### src/rtl/rtc_lector_fecha.sv
// rtc_lector_fecha: reads the day/month/year BCD registers of an external RTC over
// its multiplexed AD bus and returns them in binary. Optional checking: RTC_LECTOR_CHECK_EN.
module rtc_lector_fecha #(
  parameter int unsigned T_PULSE   = 4,
  parameter int unsigned T_GAP     = 2,
  parameter logic [7:0]  ADDR_DIA  = 8'h24,
  parameter logic [7:0]  ADDR_MES  = 8'h25,
  parameter logic [7:0]  ADDR_ANIO = 8'h26
) (
  input  logic       clkR,
  input  logic       resetR,
  input  logic       startR,
  input  logic [7:0] ad_in,
  output logic [7:0] ad_out,
  output logic       ad_oe,
  output logic       cs_n,
  output logic       wr_n,
  output logic       rd_n,
  output logic       a_d,
  output logic [4:0] diaR,
  output logic [3:0] mesR,
  output logic [6:0] anioR,
  output logic       busyR,
  output logic       doneR,
  output logic       errR
);

  localparam logic [2:0] S_IDLE       = 3'd0;
  localparam logic [2:0] S_ADDR_SETUP = 3'd1;
  localparam logic [2:0] S_ADDR_WR    = 3'd2;
  localparam logic [2:0] S_DATA_SETUP = 3'd3;
  localparam logic [2:0] S_DATA_RD    = 3'd4;
  localparam logic [2:0] S_GAP        = 3'd5;
  localparam logic [2:0] S_DONE       = 3'd6;

  localparam logic [7:0] PULSE_LAST = 8'(T_PULSE - 32'd1);
  localparam logic [7:0] GAP_LAST   = 8'(T_GAP - 32'd1);

  function automatic logic [6:0] bcd2bin(input logic [7:0] b);
    return ({3'b000, b[7:4]} * 7'd10) + {3'b000, b[3:0]};
  endfunction

  function automatic logic bcd_ok(input logic [7:0] b);
    return (b[7:4] <= 4'd9) && (b[3:0] <= 4'd9);
  endfunction

  logic [2:0] state_r, state_s;
  logic [7:0] cnt_r, cnt_s;
  logic [1:0] idx_r, idx_s;
  logic       cap_s;
  logic       err_s;
  logic [7:0] raw_dia_r, raw_mes_r, raw_anio_r;
  logic [7:0] addr_s;

  logic [7:0] ad_out_r;
  logic       ad_oe_r, cs_n_r, wr_n_r, rd_n_r, a_d_r;
  logic [4:0] dia_r;
  logic [3:0] mes_r;
  logic [6:0] anio_r;
  logic       busy_r, done_r, err_r;

  // Sequencer next-state: three accesses, each address write then data read then gap.
  always_comb begin
    state_s = state_r;
    cnt_s   = cnt_r;
    idx_s   = idx_r;
    cap_s   = 1'b0;
    case (state_r)
      S_IDLE: begin
        if (startR) begin
          state_s = S_ADDR_SETUP;
          idx_s   = 2'd0;
        end else begin
          state_s = S_IDLE;
        end
      end
      S_ADDR_SETUP: begin
        state_s = S_ADDR_WR;
        cnt_s   = 8'd0;
      end
      S_ADDR_WR: begin
        if (cnt_r == PULSE_LAST) begin
          state_s = S_DATA_SETUP;
          cnt_s   = 8'd0;
        end else begin
          cnt_s = cnt_r + 8'd1;
        end
      end
      S_DATA_SETUP: begin
        state_s = S_DATA_RD;
        cnt_s   = 8'd0;
      end
      S_DATA_RD: begin
        if (cnt_r == PULSE_LAST) begin
          cap_s = 1'b1;
          cnt_s = 8'd0;
          // A zero-length gap chains straight into the next access.
          if (T_GAP != 32'd0) begin
            state_s = S_GAP;
          end else if (idx_r < 2'd2) begin
            state_s = S_ADDR_SETUP;
            idx_s   = idx_r + 2'd1;
          end else begin
            state_s = S_DONE;
          end
        end else begin
          cnt_s = cnt_r + 8'd1;
        end
      end
      S_GAP: begin
        if (cnt_r != GAP_LAST) begin
          cnt_s = cnt_r + 8'd1;
        end else if (idx_r < 2'd2) begin
          state_s = S_ADDR_SETUP;
          idx_s   = idx_r + 2'd1;
        end else begin
          state_s = S_DONE;
        end
      end
      S_DONE:  state_s = S_IDLE;
      default: state_s = S_IDLE;
    endcase
  end

  // Address of the register currently being fetched.
  always_comb begin
    case (idx_r)
      2'd0:    addr_s = ADDR_DIA;
      2'd1:    addr_s = ADDR_MES;
      default: addr_s = ADDR_ANIO;
    endcase
  end

`ifdef RTC_LECTOR_CHECK_EN
  // Validity of the three captured bytes as a calendar date.
  always_comb begin
    err_s = 1'b0;
    if (!bcd_ok(raw_dia_r) || !bcd_ok(raw_mes_r) || !bcd_ok(raw_anio_r)) begin
      err_s = 1'b1;
    end else if ((bcd2bin(raw_dia_r) == 7'd0) || (bcd2bin(raw_dia_r) > 7'd31)) begin
      err_s = 1'b1;
    end else if ((bcd2bin(raw_mes_r) == 7'd0) || (bcd2bin(raw_mes_r) > 7'd12)) begin
      err_s = 1'b1;
    end else begin
      err_s = 1'b0;
    end
  end
`else
  assign err_s = 1'b0;
`endif

  // Sequencer state, counters and raw byte capture.
  always_ff @(posedge clkR or negedge resetR) begin
    if (!resetR) begin
      state_r    <= S_IDLE;
      cnt_r      <= 8'd0;
      idx_r      <= 2'd0;
      raw_dia_r  <= 8'h00;
      raw_mes_r  <= 8'h00;
      raw_anio_r <= 8'h00;
    end else begin
      state_r <= state_s;
      cnt_r   <= cnt_s;
      idx_r   <= idx_s;
      if (cap_s) begin
        case (idx_r)
          2'd0:    raw_dia_r  <= ad_in;
          2'd1:    raw_mes_r  <= ad_in;
          default: raw_anio_r <= ad_in;
        endcase
      end
    end
  end

  // Registered bus and status outputs decoded from the current state.
  always_ff @(posedge clkR or negedge resetR) begin
    if (!resetR) begin
      ad_out_r <= 8'h00;
      ad_oe_r  <= 1'b0;
      cs_n_r   <= 1'b1;
      wr_n_r   <= 1'b1;
      rd_n_r   <= 1'b1;
      a_d_r    <= 1'b0;
      dia_r    <= 5'd1;
      mes_r    <= 4'd1;
      anio_r   <= 7'd0;
      busy_r   <= 1'b0;
      done_r   <= 1'b0;
      err_r    <= 1'b0;
    end else begin
      ad_oe_r  <= (state_r == S_ADDR_SETUP) || (state_r == S_ADDR_WR);
      ad_out_r <= ((state_r == S_ADDR_SETUP) || (state_r == S_ADDR_WR)) ? addr_s : 8'h00;
      cs_n_r   <= !((state_r == S_ADDR_SETUP) || (state_r == S_ADDR_WR) ||
                    (state_r == S_DATA_SETUP) || (state_r == S_DATA_RD));
      wr_n_r   <= (state_r != S_ADDR_WR);
      rd_n_r   <= (state_r != S_DATA_RD);
      a_d_r    <= (state_r == S_DATA_SETUP) || (state_r == S_DATA_RD);
      busy_r   <= (state_r != S_IDLE);
      done_r   <= (state_r == S_DONE);
      err_r    <= (state_r == S_DONE) && err_s;
      if ((state_r == S_DONE) && !err_s) begin
        dia_r  <= 5'(bcd2bin(raw_dia_r));
        mes_r  <= 4'(bcd2bin(raw_mes_r));
        anio_r <= bcd2bin(raw_anio_r);
      end
    end
  end

  assign ad_out = ad_out_r;
  assign ad_oe  = ad_oe_r;
  assign cs_n   = cs_n_r;
  assign wr_n   = wr_n_r;
  assign rd_n   = rd_n_r;
  assign a_d    = a_d_r;
  assign diaR   = dia_r;
  assign mesR   = mes_r;
  assign anioR  = anio_r;
  assign busyR  = busy_r;
  assign doneR  = done_r;
  assign errR   = err_r;

endmodule

### config.mk
export PLATFORM = sky130hd
export DESIGN_NAME = rtc_lector_fecha
export DESIGN_NICKNAME = d
export VERILOG_FILES = /design/src/rtl/rtc_lector_fecha.sv
export SDC_FILE = /design/constraint.sdc
export NUM_CORES = 1
export LEC_CHECK = 0
export ABC_AREA = 1
export CAP_MARGIN = 40
export CORE_ASPECT_RATIO = 1.5
export CORE_UTILIZATION = 30
export DETAILED_ROUTE_END_ITERATION = 8
export PLACE_DENSITY = 0.55
export SYNTH_ARGS = -nofsm -noshare
export SYNTH_HDL_FRONTEND = slang
export SYNTH_SLANG_ARGS = --single-unit
### constraint.sdc
create_clock -name clkR -period 2.3 [get_ports clkR]
set_input_delay 0.46 -clock clkR [delete_from_list [all_inputs] [get_ports clkR]]
set_output_delay 0.46 -clock clkR [all_outputs]
set_load 0.01 [all_outputs]
# Word level (Yosys, flattened, before mapping)

Index checks and enable logic that the tools add are counted.

Output and inout port bits: 32
Memory bits (writable): 0
Logic and storage cells: 80
Bits in read-only memories: 0
Memories: 0
Register bits after elaboration: 68
Latch bits: 0

Bitwise operators: 1
Equal/unequal tests: 17
Divide/modulo/power cells: 0
Add/subtract/negate cells: 5
Multiplexer cells: 17
Magnitude comparators: 1
Multiply operators: 3
Shift operators: 0
Reduce and logical (&&, ||, !) cells: 19

Operators by type and width:

| kind                                                | number |
|---|---|
| two-way mux 8 bit                                   | 3 |
| case mux 8 bit (3 select lines)                     | 1 |
| case mux 3 bit (6 select lines)                     | 1 |
| two-way mux 3 bit                                   | 4 |
| != test 2 bit, second input constant                | 6 |
| equality test 3 bit, second input constant          | 3 |
| adder 8 x 1 -> 8 bit, second input constant         | 1 |
| equality test 8 x 2 -> 1 bit, second input constant | 1 |
| != test 8 x 1 -> 1 bit, second input constant       | 1 |
| case mux 2 bit (2 select lines)                     | 2 |
| AND reduction 2 bit                                 | 4 |
| adder 7 x 4 -> 7 bit                                | 1 |
| equality test 3 x 2 -> 1 bit, second input constant | 2 |
| multiplier 4 x 3 -> 6 bit, second input constant    | 1 |
| two-way mux 2 bit                                   | 3 |
| nonzero test 3 bit                                  | 2 |
| OR reduction 2 bit                                  | 3 |
| adder 5 x 4 -> 5 bit                                | 1 |
| adder 4 bit                                         | 1 |
| logical OR 1 bit                                    | 4 |
| multiplier 4 x 3 -> 3 bit, second input constant    | 1 |
| multiplier 4 x 3 -> 4 bit, second input constant    | 1 |
| AND reduction 4 bit                                 | 1 |
| equality test 3 x 1 -> 1 bit, second input constant | 1 |
| 12 further kinds                                    | 14 |

# Depth between registers and ports, before layout

Word-level depth: 5
Mapped depth: 9
Gate-level depth less buffers: 9

# Worst setup path before layout

No wires, ideal clock.

Path type: register -> register
Start point: register raw_anio_r[5]
End point: register anio_r[6] (netlist: anioR[6])
Setup time: 0.117 ns
Data arrival time: 1.708 ns
Stages on the path, launching flop included: 9
Setup slack: 0.475 ns
Buffers on the path: 0
Path through: dfrtp_1 ha_1 ha_1 inv_1 fa_1 nor2_1 nand3_1 nand3_1 nand2_1

Longest elaborated chain between the ends: 2

Ends and longest elaborated chain:

| element                   | RTL line | RTL |
|---|---|---|
| start, declared           | 52       | `logic [7:0] raw_dia_r, raw_mes_r, raw_anio_r;` |
| start signal, assigned    | 169      | `default: raw_anio_r <= ad_in;` |
| multiplier 4 x 3 -> 6 bit | 40       | `return ({3'b000, b[7:4]} * 7'd10) + {3'b000, b[3:0]};` |
| adder 7 x 4 -> 7 bit      | 40       |  |
| end signal, assigned      | 204      | `anio_r <= bcd2bin(raw_anio_r);` |
| end, declared             | 59       | `logic [6:0] anio_r;` |

No other way between the ends.
A chain may end at the register's enable or synchronous reset.

# Worst setup path after layout

Ends and elaborated chain as after synthesis.

==> impl_summary.md <==
Global route
Global routing consumed, over all layers together, 13.3% of the routing resources. The initial antenna violation count was 0. The pin count of the biggest net entering global routing is 29.

The number of global-route vias before repair came to 2368. The total global routing overflow is 0. The first global-routing pass estimated 11300 µm of wire.

Critical path
The sort of element at the end of the critical path is a flop. STA puts the critical path data required time at 2.52 ns. The beginning of the worst register-to-register path is raw_anio_r[5]$_DFFE_PN0P_. The critical path's slowest cell is sky130_fd_sc_hd__fa_1.

Of all nets on the critical path, the largest fanout is 4. STA classifies the critical path startpoint as a flop. The launching instance or port of the critical path is raw_anio_r[5]$_DFFE_PN0P_. Data arrives at the worst endpoint at between 2 and 2.5 ns. Traced cell by cell, the critical path runs through ha_1, ha_1, inv_1, fa_1, nor2_1, nand3_1, nand3_1, nand2_1. The classification of the worst setup path is reg -> reg.

The worst stage delay on the critical path is 0.44 ns.

Routing
The count of routing violations after the opening detailed-route iteration is 70. The wire length per cell after detailed routing is between 10 and 15 µm. The final wirelength is 6560 µm. The first-pass detailed-route iteration total is 4. The number of vias per cell is 4.33. The detail route stage leaves a number of antenna-violating nets equal to 0. The post-detailed-route DRC marker count is 0. The number of vias after detailed routing is 2415.

Synthesis
The number of distinct standard cells referenced by the synthesized netlist is 29. The synthesized area per cell is 8.92 µm². Synthesis produced 369 cells. Summing the sequential cell areas from Yosys gives 46.5% of the chip area.

The count of warnings emitted by yosys is 0. After synthesis the netlist holds a flip-flop and latch count of 61. Yosys attributes the largest share of cell area to sky130_fd_sc_hd__dfrtp_1 (43%), sky130_fd_sc_hd__nand2_1 (14%), sky130_fd_sc_hd__o21ai_2 (6.6%). The synthesized netlist occupies a cell area of 3290 µm². The biggest area contributor in the post-synthesis netlist is sky130_fd_sc_hd__dfrtp_1. The area fraction of the dominant cell type after synthesis is between 40% and 50%.

Clock network
In this run, post-CTS hold repair placed 0 buffers. The clock root buffer is sky130_fd_sc_hd__clkbuf_16. The total CTS buffers is 9.

For this design, the sink count on the clock tree is between 60 and 70. Clock-pin slew was measured on the worst setup and hold paths at ~0.060 ns. Post-CTS repair changed the size of 0 cells.

Once the clock tree was built, the setup fixing pass inserted 0 buffers. The H-tree depth is 3. The TritonCTS clock tree is done. The later-pin clock latency in the skew report is 0.33 ns. The maximum clock path buffer count is 2.

Timing
The worst path uses 82.8% of the clock period. The count of final max-slew check failures is 0. Counting I/O delays and the setup requirement, the final critical path takes between 1.5 and 2 ns.

The total negative slack for setup checks is 0 ns. The transition at the pin with the smallest max-transition slack is 0.576 ns. The clock tree skew after final layout is 0.00667 ns. The number of hold violations in the final report is 0.

Derived from the worst setup path, the maximum achievable clock frequency is 525 MHz. Setup repair after global routing left no endpoint under its margin. Headroom to the max-slew limit came out at 61.6%.

Across all setup checks in the final design, the least slack found is 0.395 ns. Setup violations remaining at the end of the flow were counted as 0.

Power and ir drop
The worst voltage drop across the vdd grid is slightly above 0.0004 V. The overall power is 4.72 mW. The leakage power summed over all cells is about 2 nW.

Power spread over the standard cell area amounts to 1140 nW/µm².

Place
At the placement stage, the worst setup path has a slack of around 0.4 ns. Input and output buffers added on the ports amount to 37. Detailed placement finished with a half-perimeter wire length of ~5000 µm. The total instance count after detailed placement is 542. The final RePlAce weighted congestion is 0.796.

Floorplan
The die is 130 µm tall. The cell row count is 46. For this configuration, the core starts out at a cell density of 30.9%. The floorplan step defined a die boundary enclosing 11400 µm². 43 I/O pins were placed. The placeable core area is 10600 µm². The floorplan step set the die width to 87.5 µm.

Layout
The area growth from synthesis to layout is 25.3%. Of the cells placed in the final design, the portion with a size suffix greater than 1 is between 10% and 20%. In the layout the commonest cells are sky130_fd_sc_hd__nand2_1 (120), sky130_fd_sc_hd__dfrtp_1 (56), sky130_fd_sc_hd__inv_1 (38), sky130_fd_sc_hd__clkdlybuf4s50_1 (36), sky130_fd_sc_hd__nand3_1 (30).

After the flow finishes, the layout carries non-filler instances totaling 558. The diode insertion count for antenna repair is 0. The most common cell after layout, fill and taps aside is sky130_fd_sc_hd__nand2_1. At the end of the flow, the number of nets in the layout was between 400 and 500. Counting the fill cells in the layout gives 1099.

Hold path
The tightest min-delay check is of the in -> async type.

Flow run
The tool flagged a number of max-cap violations equal to 0.

Status
The flow ran to the end, and the final reports show no timing, DRC or antenna violations.
report_power, final:
| group | internal (mW) | switching [mW] | total, mW |
|---|---|---|---|
| registers | 1.39 | 0.192 | 1.58 |
| clock network | 1.15 | 0.462 | 1.61 |
| logic | 0.701 | 0.826 | 1.53 |
| total | 3.24 | 1.48 | 4.72 |
routing by layer:
layer	up-vias	track usage, %	share of wire [%]
met5	-	0	0
met4	0	5.21	1.2
met3	7	3.92	3.8
met2	48	24.1	55
met1	1120	14.3	40
li1	1240	-	-
sequential cells by signal (all words and copies together) (netlist names):
signal and flops:
a_d 1, ad_out 3, anioR 7, busyR 1, cnt_r 8, cs_n 1
diaR 5, doneR 1, idx_r 2, mesR 4, raw_anio_r 8, raw_dia_r 8
raw_mes_r 7, rd_n 1, state_r 3, wr_n 1
worst max-delay path: cells and delay by family (launching register included):
kind,cells,cell delay [ns]
adder cells (fa/ha/maj),3,0.94
AND/OR/NAND/NOR,4,0.39
flip-flops,1,0.43
buffers and inverters,1,0.06
Yosys cell counts:
cell type	n
sky130_fd_sc_hd__a21oi_1	1
sky130_fd_sc_hd__buf_2	2
sky130_fd_sc_hd__buf_4	9
sky130_fd_sc_hd__buf_6	4
sky130_fd_sc_hd__conb_1	1
sky130_fd_sc_hd__dfrtp_1	56
sky130_fd_sc_hd__dfstp_2	5
sky130_fd_sc_hd__fa_1	4
sky130_fd_sc_hd__ha_1	16
sky130_fd_sc_hd__inv_1	38
sky130_fd_sc_hd__inv_2	9
sky130_fd_sc_hd__nand2_1	120
sky130_fd_sc_hd__nand2_2	2
sky130_fd_sc_hd__nand3_1	30
sky130_fd_sc_hd__nand3_2	2
sky130_fd_sc_hd__nand3_4	3
sky130_fd_sc_hd__nand4_1	4
sky130_fd_sc_hd__nor2_1	11
sky130_fd_sc_hd__nor2_2	2
sky130_fd_sc_hd__nor2_8	1
sky130_fd_sc_hd__nor3_1	1
sky130_fd_sc_hd__nor3_4	1
sky130_fd_sc_hd__o211ai_1	4
sky130_fd_sc_hd__o21ai_0	4
sky130_fd_sc_hd__o21ai_1	6
sky130_fd_sc_hd__o21ai_2	25
sky130_fd_sc_hd__or2_2	1
sky130_fd_sc_hd__xnor2_1	5
sky130_fd_sc_hd__xor2_1	2
metrics by stage:
step / instance area, µm² / util (%) / hold slack [ns]
after floorplan: 3310 / - / 0.164
after global placement: 3770 / 35.4 / 0.396
after detailed placement: 3770 / 35.4 / 0.395
after CTS: 4130 / 38.8 / 0.0371
after global routing: 4130 / 38.8 / 0.0663
final: 4130 / 38.8 / 0.0393
final timing paths:
kind	endpoint	slack, ns	depth (start not counted)
worst max-delay path	anioR[6]$_DFFE_PN0P_	0.40	8
worst min-delay path	raw_anio_r[7]$_DFFE_PN0P_	0.04	1
worst max register to register	anioR[6]$_DFFE_PN0P_	0.40	8
worst min register to register	diaR[0]$_DFFE_PN1P_	0.46	2
max in group asynchronous	mesR[0]$_DFFE_PN1P_	1.61	2
min in group clkR	diaR[0]$_DFFE_PN1P_	0.46	2
kinds of logic (layout without fill, tap and decap cells):
kind of cell | count (synthesis) | count (layout) | synth area share (%)
AOI/OAI and AO/OA | 40 | 40 | 9.23
xor gates and xnor gates | 7 | 7 | 1.86
adders and majority gates | 20 | 20 | 8.51
DFF | 61 | 61 | 46.5
buffers and inverters | 62 | 103 | 9.08
and+or+nand+nor | 178 | 178 | 24.7
other | 1 | 5 | 0.114
layout make-up:
cell class | count | area, µm² | share of cell area, %
sequential | 61 | 1530 | 37.1
tap | 144 | 180 | 4.37
multi-input combinational | 250 | 1480 | 35.8
timing repair buffer | 40 | 400 | 9.70
inverter | 47 | 176 | 4.28
clock inverter | 3 | 90.1 | 2.18
clock buffer | 13 | 270 | 6.55
No activity file was read; power rests on OpenSTA's default activity.
